## src/rtl/mesi_isc_agent_pkg.sv

```systemverilog
// Shared types and bus encodings for the MESI ISC CPU-side coherence agent.
// Command codes follow the mesi_isc_define numbering used by the ISC.
package mesi_isc_agent_pkg;

  localparam logic [2:0] MBUS_CMD_NOP      = 3'd0;
  localparam logic [2:0] MBUS_CMD_WR       = 3'd1;
  localparam logic [2:0] MBUS_CMD_RD       = 3'd2;
  localparam logic [2:0] MBUS_CMD_WR_BROAD = 3'd3;
  localparam logic [2:0] MBUS_CMD_RD_BROAD = 3'd4;

  localparam logic [2:0] CBUS_CMD_NOP      = 3'd0;
  localparam logic [2:0] CBUS_CMD_WR_SNOOP = 3'd1;
  localparam logic [2:0] CBUS_CMD_RD_SNOOP = 3'd2;
  localparam logic [2:0] CBUS_CMD_EN_WR    = 3'd3;
  localparam logic [2:0] CBUS_CMD_EN_RD    = 3'd4;

  typedef enum logic [1:0] {MESI_I, MESI_S, MESI_E, MESI_M} mesi_state_t;
  typedef enum logic [2:0] {R_IDLE, R_WB, R_BROAD, R_WAIT_EN, R_DONE} req_state_t;
  typedef enum logic [1:0] {C_IDLE, C_WB, C_ACK, C_WAIT_NOP} cbus_state_t;

  function automatic logic [15:0] sat_inc(input logic [15:0] v);
    return (v == 16'hFFFF) ? v : v + 16'd1;
  endfunction

endpackage

```

## src/rtl/mesi_isc_agent_tag_array.sv

```systemverilog
// Direct-mapped MESI state + tag store: two combinational read ports
// (request side, snoop side) and a single write port.
module mesi_isc_agent_tag_array
  import mesi_isc_agent_pkg::*;
#(
  parameter int LINES_LOG2 = 2,
  parameter int TAG_W      = 30
) (
  input  logic                  clk,
  input  logic                  rst,
  input  logic [LINES_LOG2-1:0] ra_idx,
  output mesi_state_t           ra_state,
  output logic [TAG_W-1:0]      ra_tag,
  input  logic [LINES_LOG2-1:0] rb_idx,
  output mesi_state_t           rb_state,
  output logic [TAG_W-1:0]      rb_tag,
  input  logic                  we,
  input  logic [LINES_LOG2-1:0] w_idx,
  input  mesi_state_t           w_state,
  input  logic [TAG_W-1:0]      w_tag
);
  localparam int LINES = 1 << LINES_LOG2;

  mesi_state_t      st [LINES];
  logic [TAG_W-1:0] tg [LINES];

  always_ff @(posedge clk) begin
    if (!rst) begin
      for (int i = 0; i < LINES; i++) begin
        st[i] <= MESI_I;
        tg[i] <= '0;
      end
    end else if (we) begin
      st[w_idx] <= w_state;
      tg[w_idx] <= w_tag;
    end
  end

  assign ra_state = st[ra_idx];
  assign ra_tag   = tg[ra_idx];
  assign rb_state = st[rb_idx];
  assign rb_tag   = tg[rb_idx];

endmodule

```

## src/rtl/mesi_isc_cpu_agent.sv

```systemverilog
// Per-CPU MESI coherence agent: request FSM drives mbus, cbus FSM services snoops/enables.
// Define MESI_ISC_AGENT_CNT_EN to add saturating hit/miss/snoop counters.
module mesi_isc_cpu_agent
  import mesi_isc_agent_pkg::*;
#(
  parameter int ADDR_WIDTH     = 32,
  parameter int MBUS_CMD_WIDTH = 3,
  parameter int CBUS_CMD_WIDTH = 3,
  parameter int LINES_LOG2     = 2
) (
  input  logic                      clk,
  input  logic                      rst,
  input  logic                      cpu_req_i,
  input  logic                      cpu_wr_i,
  input  logic [ADDR_WIDTH-1:0]     cpu_addr_i,
  output logic                      cpu_busy_o,
  output logic                      cpu_done_o,
  output logic [MBUS_CMD_WIDTH-1:0] mbus_cmd_o,
  output logic [ADDR_WIDTH-1:0]     mbus_addr_o,
  input  logic                      mbus_ack_i,
  input  logic [CBUS_CMD_WIDTH-1:0] cbus_cmd_i,
  input  logic [ADDR_WIDTH-1:0]     cbus_addr_i,
  output logic                      cbus_ack_o
`ifdef MESI_ISC_AGENT_CNT_EN
  ,
  output logic [15:0]               hit_cnt_o,
  output logic [15:0]               miss_cnt_o,
  output logic [15:0]               snoop_cnt_o
`endif
);
  localparam int TAG_W = ADDR_WIDTH - LINES_LOG2;

  localparam logic [MBUS_CMD_WIDTH-1:0] MB_NOP = MBUS_CMD_WIDTH'(MBUS_CMD_NOP);
  localparam logic [MBUS_CMD_WIDTH-1:0] MB_WR  = MBUS_CMD_WIDTH'(MBUS_CMD_WR);
  localparam logic [MBUS_CMD_WIDTH-1:0] MB_WRB = MBUS_CMD_WIDTH'(MBUS_CMD_WR_BROAD);
  localparam logic [MBUS_CMD_WIDTH-1:0] MB_RDB = MBUS_CMD_WIDTH'(MBUS_CMD_RD_BROAD);
  localparam logic [CBUS_CMD_WIDTH-1:0] CB_NOP = CBUS_CMD_WIDTH'(CBUS_CMD_NOP);
  localparam logic [CBUS_CMD_WIDTH-1:0] CB_WRS = CBUS_CMD_WIDTH'(CBUS_CMD_WR_SNOOP);
  localparam logic [CBUS_CMD_WIDTH-1:0] CB_RDS = CBUS_CMD_WIDTH'(CBUS_CMD_RD_SNOOP);
  localparam logic [CBUS_CMD_WIDTH-1:0] CB_ENW = CBUS_CMD_WIDTH'(CBUS_CMD_EN_WR);
  localparam logic [CBUS_CMD_WIDTH-1:0] CB_ENR = CBUS_CMD_WIDTH'(CBUS_CMD_EN_RD);

  req_state_t              r_state;
  cbus_state_t             c_state;
  logic [ADDR_WIDTH-1:0]   r_addr, v_addr, c_addr;
  logic                    r_wr, c_rd, c_owns;

  mesi_state_t             ra_state, rb_state, w_state;
  logic [TAG_W-1:0]        ra_tag, rb_tag, w_tag;
  logic [LINES_LOG2-1:0]   w_idx;
  logic                    we;

  logic ra_hit, rb_hit, cb_idle, accept, c_decode, is_wrs, is_rds, is_en;
  logic snoop_wb, en_fill, mb_busy, ack_c, ack_r;

  mesi_isc_agent_tag_array #(.LINES_LOG2(LINES_LOG2), .TAG_W(TAG_W)) u_tags (
    .clk     (clk),
    .rst     (rst),
    .ra_idx  (cpu_addr_i[LINES_LOG2-1:0]),
    .ra_state(ra_state),
    .ra_tag  (ra_tag),
    .rb_idx  (cbus_addr_i[LINES_LOG2-1:0]),
    .rb_state(rb_state),
    .rb_tag  (rb_tag),
    .we      (we),
    .w_idx   (w_idx),
    .w_state (w_state),
    .w_tag   (w_tag)
  );

  assign ra_hit   = (ra_state != MESI_I) && (ra_tag == cpu_addr_i[ADDR_WIDTH-1:LINES_LOG2]);
  assign rb_hit   = (rb_state != MESI_I) && (rb_tag == cbus_addr_i[ADDR_WIDTH-1:LINES_LOG2]);
  assign cb_idle  = (cbus_cmd_i == CB_NOP);
  assign is_wrs   = (cbus_cmd_i == CB_WRS);
  assign is_rds   = (cbus_cmd_i == CB_RDS);
  assign is_en    = (cbus_cmd_i == CB_ENW) || (cbus_cmd_i == CB_ENR);
  // Accepting only while the snoop side is quiet keeps the two FSMs off the write port together.
  assign accept   = (r_state == R_IDLE) && cpu_req_i && (c_state == C_IDLE) && cb_idle;
  assign c_decode = (c_state == C_IDLE) && !cb_idle;
  assign snoop_wb = (is_wrs || is_rds) && rb_hit && (rb_state == MESI_M);
  assign en_fill  = c_decode && is_en && (r_state == R_WAIT_EN) && (cbus_addr_i == r_addr);
  assign mb_busy  = (mbus_cmd_o != MB_NOP);
  assign ack_c    = mb_busy && mbus_ack_i && c_owns;
  assign ack_r    = mb_busy && mbus_ack_i && !c_owns;

  assign cpu_busy_o = (r_state != R_IDLE) || (cpu_req_i && !((c_state == C_IDLE) && cb_idle));

  always_comb begin
    we      = 1'b0;
    w_idx   = cpu_addr_i[LINES_LOG2-1:0];
    w_tag   = cpu_addr_i[ADDR_WIDTH-1:LINES_LOG2];
    w_state = MESI_I;
    if (accept && ra_hit && cpu_wr_i && (ra_state == MESI_E)) begin
      we      = 1'b1;
      w_state = MESI_M;
    end else if (en_fill) begin
      we      = 1'b1;
      w_idx   = r_addr[LINES_LOG2-1:0];
      w_tag   = r_addr[ADDR_WIDTH-1:LINES_LOG2];
      w_state = r_wr ? MESI_M : MESI_S;
    end else if ((c_state == C_WB) && ack_c) begin
      we      = 1'b1;
      w_idx   = c_addr[LINES_LOG2-1:0];
      w_tag   = c_addr[ADDR_WIDTH-1:LINES_LOG2];
      w_state = c_rd ? MESI_S : MESI_I;
    end else if (c_decode && rb_hit && !snoop_wb) begin
      w_idx = cbus_addr_i[LINES_LOG2-1:0];
      w_tag = cbus_addr_i[ADDR_WIDTH-1:LINES_LOG2];
      if (is_wrs) begin
        we      = 1'b1;
        w_state = MESI_I;
      end else if (is_rds && (rb_state == MESI_E)) begin
        we      = 1'b1;
        w_state = MESI_S;
      end
    end
  end

  always_ff @(posedge clk) begin
    if (!rst) begin
      r_state    <= R_IDLE;
      r_addr     <= '0;
      r_wr       <= 1'b0;
      v_addr     <= '0;
      cpu_done_o <= 1'b0;
    end else begin
      cpu_done_o <= 1'b0;
      case (r_state)
        R_IDLE: if (accept) begin
          r_addr <= cpu_addr_i;
          r_wr   <= cpu_wr_i;
          v_addr <= {ra_tag, cpu_addr_i[LINES_LOG2-1:0]};
          if (ra_hit && (!cpu_wr_i || ra_state == MESI_E || ra_state == MESI_M))
            cpu_done_o <= 1'b1;
          else if (!ra_hit && ra_state == MESI_M)
            r_state <= R_WB;
          else
            r_state <= R_BROAD;
        end
        R_WB:      if (ack_r) r_state <= R_BROAD;
        R_BROAD:   if (ack_r) r_state <= R_WAIT_EN;
        R_WAIT_EN: if (en_fill) begin
          r_state    <= R_DONE;
          cpu_done_o <= 1'b1;
        end
        R_DONE:    r_state <= R_IDLE;
        default:   r_state <= R_IDLE;
      endcase
    end
  end

  always_ff @(posedge clk) begin
    if (!rst) begin
      c_state    <= C_IDLE;
      c_addr     <= '0;
      c_rd       <= 1'b0;
      cbus_ack_o <= 1'b0;
    end else begin
      cbus_ack_o <= 1'b0;
      case (c_state)
        C_IDLE: if (!cb_idle) begin
          c_addr <= cbus_addr_i;
          c_rd   <= is_rds;
          if (snoop_wb) c_state <= C_WB;
          else begin
            cbus_ack_o <= 1'b1;
            c_state    <= C_ACK;
          end
        end
        C_WB: if (ack_c) begin
          cbus_ack_o <= 1'b1;
          c_state    <= C_ACK;
        end
        C_ACK:      c_state <= C_WAIT_NOP;
        C_WAIT_NOP: if (cb_idle) c_state <= C_IDLE;
        default:    c_state <= C_IDLE;
      endcase
    end
  end

  // A command on the bus runs to its ack; otherwise snoop write-back beats request traffic.
  always_ff @(posedge clk) begin
    if (!rst) begin
      mbus_cmd_o  <= MB_NOP;
      mbus_addr_o <= '0;
      c_owns      <= 1'b0;
    end else if (mb_busy) begin
      if (mbus_ack_i) begin
        mbus_cmd_o  <= MB_NOP;
        mbus_addr_o <= '0;
      end
    end else if (c_state == C_WB) begin
      mbus_cmd_o  <= MB_WR;
      mbus_addr_o <= c_addr;
      c_owns      <= 1'b1;
    end else if (r_state == R_WB) begin
      mbus_cmd_o  <= MB_WR;
      mbus_addr_o <= v_addr;
      c_owns      <= 1'b0;
    end else if (r_state == R_BROAD) begin
      mbus_cmd_o  <= r_wr ? MB_WRB : MB_RDB;
      mbus_addr_o <= r_addr;
      c_owns      <= 1'b0;
    end
  end

`ifdef MESI_ISC_AGENT_CNT_EN
  logic snoop_ack;
  assign snoop_ack = (c_decode && (is_wrs || is_rds) && !snoop_wb) || ((c_state == C_WB) && ack_c);

  always_ff @(posedge clk) begin
    if (!rst) begin
      hit_cnt_o   <= '0;
      miss_cnt_o  <= '0;
      snoop_cnt_o <= '0;
    end else begin
      if (accept && ra_hit)  hit_cnt_o  <= sat_inc(hit_cnt_o);
      if (accept && !ra_hit) miss_cnt_o <= sat_inc(miss_cnt_o);
      if (snoop_ack)         snoop_cnt_o <= sat_inc(snoop_cnt_o);
    end
  end
`endif

endmodule

```

## config.mk

```make
export PLATFORM = sky130hd
export DESIGN_NAME = mesi_isc_cpu_agent
export DESIGN_NICKNAME = d
export VERILOG_FILES = /design/src/rtl/mesi_isc_agent_pkg.sv /design/src/rtl/mesi_isc_agent_tag_array.sv /design/src/rtl/mesi_isc_cpu_agent.sv
export SDC_FILE = /design/constraint.sdc
export NUM_CORES = 1
export LEC_CHECK = 0
export ABC_AREA = 0
export BUFFER_PORTS_ARGS = -buffer_cell sky130_fd_sc_hd__buf_2
export CAP_MARGIN = 5
export CORE_AREA = 2 2 170 172
export CTS_BUF_LIST = sky130_fd_sc_hd__clkbuf_8 sky130_fd_sc_hd__clkbuf_16
export CTS_CLUSTER_SIZE = 24
export DETAILED_ROUTE_END_ITERATION = 7
export DIE_AREA = 0 0 172 174
export PLACE_DENSITY = 0.72
export SYNTH_ARGS = -nofsm -noshare
export SYNTH_HDL_FRONTEND = slang
export SYNTH_SLANG_ARGS = --single-unit
```

## constraint.sdc

```tcl
create_clock -name clk -period 8.6 [get_ports clk]
set_input_delay 0.43 -clock clk [delete_from_list [all_inputs] [get_ports clk]]
set_output_delay 0.43 -clock clk [all_outputs]
set_load 0.01 [all_outputs]
```

== Word level (Yosys, flattened, before mapping) ==
Memory sizes are Yosys's and may differ from the RTL's.
Cells that the tools add are included.
Storage, ports and cells
  word-level logic and storage cells: 161
  memories kept: 2
  input port bits: 72
  memory bits (writable): 128
  register bits after elaboration: 141
Memory list
  u_tags.tg: words 4, width 30, rd ports 2, clocked after Yosys merged registers in 0, write ports 4, RTL line mesi_isc_agent_tag_array.sv:25  | logic [TAG_W-1:0] tg [LINES];
  u_tags.st: words 4, width 2, rd ports 2, clocked after Yosys merged registers in 0, write ports 4, RTL line mesi_isc_agent_tag_array.sv:24  | mesi_state_t st [LINES];
Operators by class
  reductions and logical operators: 53
  equality and inequality tests: 26
  bitwise gates (word level): 2
  muxes and demuxes: 66
Operators by type and width (number)
  32-bit two-way mux: 5
  30-bit two-way mux: 5
  30-bit == test: 2
  3-bit two-way mux: 11
  32-bit == test: 1
  2-bit two-way mux: 15
  30-bit OR reduction: 1
  1-bit two-way mux: 26
  1-bit logical AND: 25
  2-bit inequality test (second input constant): 9
  2-bit == test (second input constant): 6
  3-bit by 2-bit == test with 1-bit output (second input constant): 4
  3-bit case mux with 4 select lines: 1
  3-bit nonzero test: 3
  2-bit case mux with 4 select lines: 1
  2-bit AND reduction: 4
  3-bit by 1-bit == test with 1-bit output (second input constant): 2
  1-bit logical NOT: 6
  3-bit logical NOT: 2
  1-bit logical OR: 5
  5-bit AND reduction: 1
  1-bit case mux with 2 select lines: 2
  2-bit nonzero test: 2
  4-bit nonzero test: 1
  6 further kinds: 7

== Longest topological paths before layout ==
An unclocked memory read counts as a cell.
  depth in word-level cells: 16
  gate-level depth with buffers: 15
  mapped depth without buffers: 11

== Hierarchy ==
Synthesis repeated with hierarchy kept, for this count alone.
Second synthesis, totals
  cells, all modules: 1529
  area, all modules: 14891.8 sq um
By module, submodules not included
  mesi_isc_cpu_agent: cells each 1167, times used 1, area each 8468.1 sq um
  mesi_isc_agent_tag_array: cells each 362, times used 1, area each 6423.7 sq um

== Worst setup path before layout ==
Ideal clock, no wire load.
  path type: in2reg
  from: input cpu_addr_i[0]
  to: memory u_tags.st[0][0] (netlist bit), enable pin
  cell stages on the path: 13
  data required time: 8.134 ns
  data arrival time: 5.655 ns
  slack: 2.479 ns
  cells stage by stage: buf_2 > buf_6 > buf_6 > buf_2 > mux4_2 > xnor2_1 > o2111ai_1 > or4_1 > or3_4 > a31oi_4 > nand3b_2 > buf_2 > o21ai_0
RTL lines
  from (decl): RTL line mesi_isc_cpu_agent.sv:15  | input logic [ADDR_WIDTH-1:0] cpu_addr_i,
  to (decl): RTL line mesi_isc_agent_tag_array.sv:24

==> impl_metrics.py <==
metrics = {
    "clocking": {
        "postCtsHoldBufs": 0,
        "clk_latency_ps": 560,
        "cts_sinks": 267,
        "clkTransAtPathRegs_ps": 60,
        "cts.path.max_buffers": 3,
        "cts_buffers": 28,
        "root_buffer": "clkbuf_16",
        "cts_tree": "done",
        "postCtsResizedCells": 0,
        "htreeDepth": 1,
        "post_cts_buffers": 0,
    },
    "setup_path": {
        "rr_startpoint": "u_tags.tg[1][10]",
        "r2r_cells": 10,
        "worstSetupStartpointType": "primary input",
        "reg2reg_to": "u_tags.tg[0][27]",
        "crit_required_ps": 8760,
        "endpoint": "u_tags.tg[0][27]",
        "crit_fanout": 66,
        "critPathLaunch": "cbus_addr_i[0]",
        "path_class": "primary input to flop",
        "cp.arrival_ps": 5460,
        "reg2reg_slack_ps": 3560,
        "cp-end-kind": "flop",
    },
    "synth": {
        "yosysWarnings": 0,
        "syn_nets": 1602,
        "postSynth.asyncResetShare_pct": 0,
        "ys_ff_latch": 267,
        "synth_cell_types": 69,
        "syn_inst": 1525,
        "syn_area_um2": 14950,
        "synthFlopType": "dfxtp_1",
        "avgSynthCellArea_um2": 9.800,
        "synth_edf_count": 128,
        "synth_seq_area_share_pct": 44.34,
    },
    "cells_and_area": {
        "final_cell_count_no_fill": 1971,
        "regArea_um2": 6626,
        "final_util_pct": 58.89,
        "multi_input_area_um2": 7717,
        "final_nets": 1642,
        "drive_gt1_share_pct": 20.73,
        "area_growth_pct": 11.26,
        "diodes": 0,
        "nFillCells": 2439,
    },
    "routing": {
        "first_iter_violations": 1575,
        "vias": 12380,
        "drtAntennaViolNets": 0,
        "dr.pass1.iters": 5,
        "via_per_inst": 6.283,
        "routed_wl_um": 46590,
        "post_drt_wl_per_cell_um": 23.64,
        "drc_errors": 0,
    },
    "sta": {
        "period_minus_slack_ps": 5294,
        "finalHoldViolCount": 0,
        "slew_headroom_pct": 19.50,
        "slew_viol_final": 0,
        "fmax_mhz": 188.9,
        "worst_pin_slew_ps": 1207,
        "skew_ps": 22.43,
        "finalCritPeriodShare_pct": 61.55,
        "rsz0062_at_grt": "no",
        "holdWs_ps": 145.8,
        "setup_tns_ps": 0,
        "setup_viol": 0,
    },
    "placed_design": {
        "portBuffers": 109,
        "routabilityCongestion": 1.056,
        "placed_cells": 1919,
        "hpwl_um": 33100,
    },
    "power": {
        "vdd_ir_drop_max_mv": 0.1493,
        "total_power_uw": 3406,
        "power-per-cell-area_nw_per_um2": 204.8,
        "p_leak_uw": 0.005877,
    },
    "global_routing": {
        "grt.total_usage_pct": 30.80,
        "grt_pass1_wl_um": 69720,
        "grt_pass1_vias": 11400,
        "gr-total-overflow": 0,
        "grt_max_degree": 82,
        "antenna_found_initial": 0,
    },
    "die": {
        "io-pin-count": 110,
        "die_y_um": 174,
        "die-area_um2": 29930,
        "core_area_um2": 28240,
        "initial_core_util_pct": 52.93,
        "dieWidth_um": 172,
        "std_cell_rows": 62,
    },
    "min_path": {
        "hold_class": "primary input to flop",
        "hold_path_depth": 3,
    },
    "run": {
        "drv_cap": 0,
    },
    "run_status": {
        "status": "finished clean",
    },
}
[routing by layer]
| metal | global-route usage (%) | vias to the layer above | wire [µm] |
|---|---|---|---|
| li1 | - | 5588 | - |
| met1 | 45.56 | 5952 | 19410 |
| met2 | 45.97 | 740 | 20600 |
| met3 | 5.396 | 104 | 4981 |
| met4 | 10.05 | 0 | 1594 |
| met5 | 0 | - | 0 |
[registers in the layout (all words and copies together) (netlist names)]
name and flops:
cpu_done_o 1, c_owns 1, mbus_cmd_o 3, v_addr 30
r_addr 32, u_tags.st 8, r_wr 1, r_state 3
c_rd 1, c_state 2, c_addr 32, cbus_ack_o 1
mbus_addr_o 32, u_tags.tg 120
[synth_stat cells (10+ instances only)]
cell	n	area, µm²
nor2_1	121	454.2
mux4_2	58	1306
dfxtp_1	139	2783
xor2_1	10	87.58
nand3_1	18	90.09
a221o_1	30	300.3
edfxtp_1	128	3844
nor3_1	69	345.3
buf_1	11	41.29
buf_2	13	65.06
and2_1	32	200.2
inv_1	45	168.9
a21boi_1	20	150.1
nand2b_1	12	75.07
o21ai_2	29	254.0
nor3_2	40	400.4
nand4_1	21	131.4
nand2_1	218	818.3
xnor2_1	79	691.9
clkbuf_1	85	319.1
mux2i_1	54	540.5
a21oi_1	138	690.7
a31oi_1	34	212.7
o21ai_0	15	75.07
[through the flow]
stage,setup WS [ps],instance area [µm²]
after global placement,2890,15720
after floorplan,2479,14950
after detailed placement,2789,15720
after global routing,3081,16630
after CTS,3358,16630
final,3306,16630
[placed cells by master, fill, tap and decap left out, drive strengths merged, types with 12 or more instances in the layout]
master	Yosys	routed
a21boi	27	27
and2	32	32
clkbuf	85	30
a221o	30	30
nand3	18	18
nand2b	12	12
xnor2	79	79
buf	37	132
a31oi	35	35
o21ai	46	46
edfxtp	128	128
inv	46	54
nand2	218	218
a21oi	138	138
dfxtp	139	139
mux2i	54	54
nor3	109	109
nor2	121	121
nand4	21	21
mux4	58	58
[power by group]
part	total (µW)	switching [µW]	leakage (µW)	internal, µW
sequential	1490	69.6	0.00245	1420
clock	1210	525	0.000450	680
combinational	712	489	0.00298	223
[worst max-delay path, cell delays in order]
cell      delay, ps
buf_2           690
mux4_2          620
xnor2_1         170
nand4_1         240
nor4_2          660
nand2_1         250
or2_2           370
a211oi_1        480
o31ai_4         120
buf_4           370
o21ai_4        1000
[final cells by class]
type | instances | area share, %
Clock inverter | 22 | 1.008
Tap cell | 384 | 2.889
Inverter | 47 | 1.076
Timing Repair Buffer | 132 | 4.319
Sequential cell | 267 | 39.85
Multi-Input combinational cell | 1089 | 46.41
Clock buffer | 30 | 4.447
[kinds of logic (layout without fill, tap and decap cells)]
| group | Yosys count | in the layout | synth area share, % |
|---|---|---|---|
| multiplexers | 115 | 115 | 12.58 |
| buffers and inverters | 169 | 231 | 4.856 |
| AND/OR/NAND/NOR | 572 | 572 | 18.99 |
| AO/OA/AOI/OAI | 308 | 308 | 13.60 |
| flip-flops | 267 | 267 | 44.34 |
| XOR/XNOR | 89 | 89 | 5.216 |
| adder cells (fa/ha/maj) | 5 | 5 | 0.4186 |
[worst min-delay path by stage]
| stage | start | end | slack [ps] |
|---|---|---|---|
| after global routing | cpu_addr_i[19] | r_addr[19] | 150 |
| final | cpu_addr_i[19] | r_addr[19] | 150 |
| after CTS | cpu_addr_i[19] | r_addr[19] | 140 |
| after global placement | v_addr[18] | v_addr[18] | 440 |
| after floorplan | v_addr[19] | v_addr[19] | 430 |
| after detailed placement | v_addr[18] | v_addr[18] | 450 |
(Power assumes the default switching activity.)
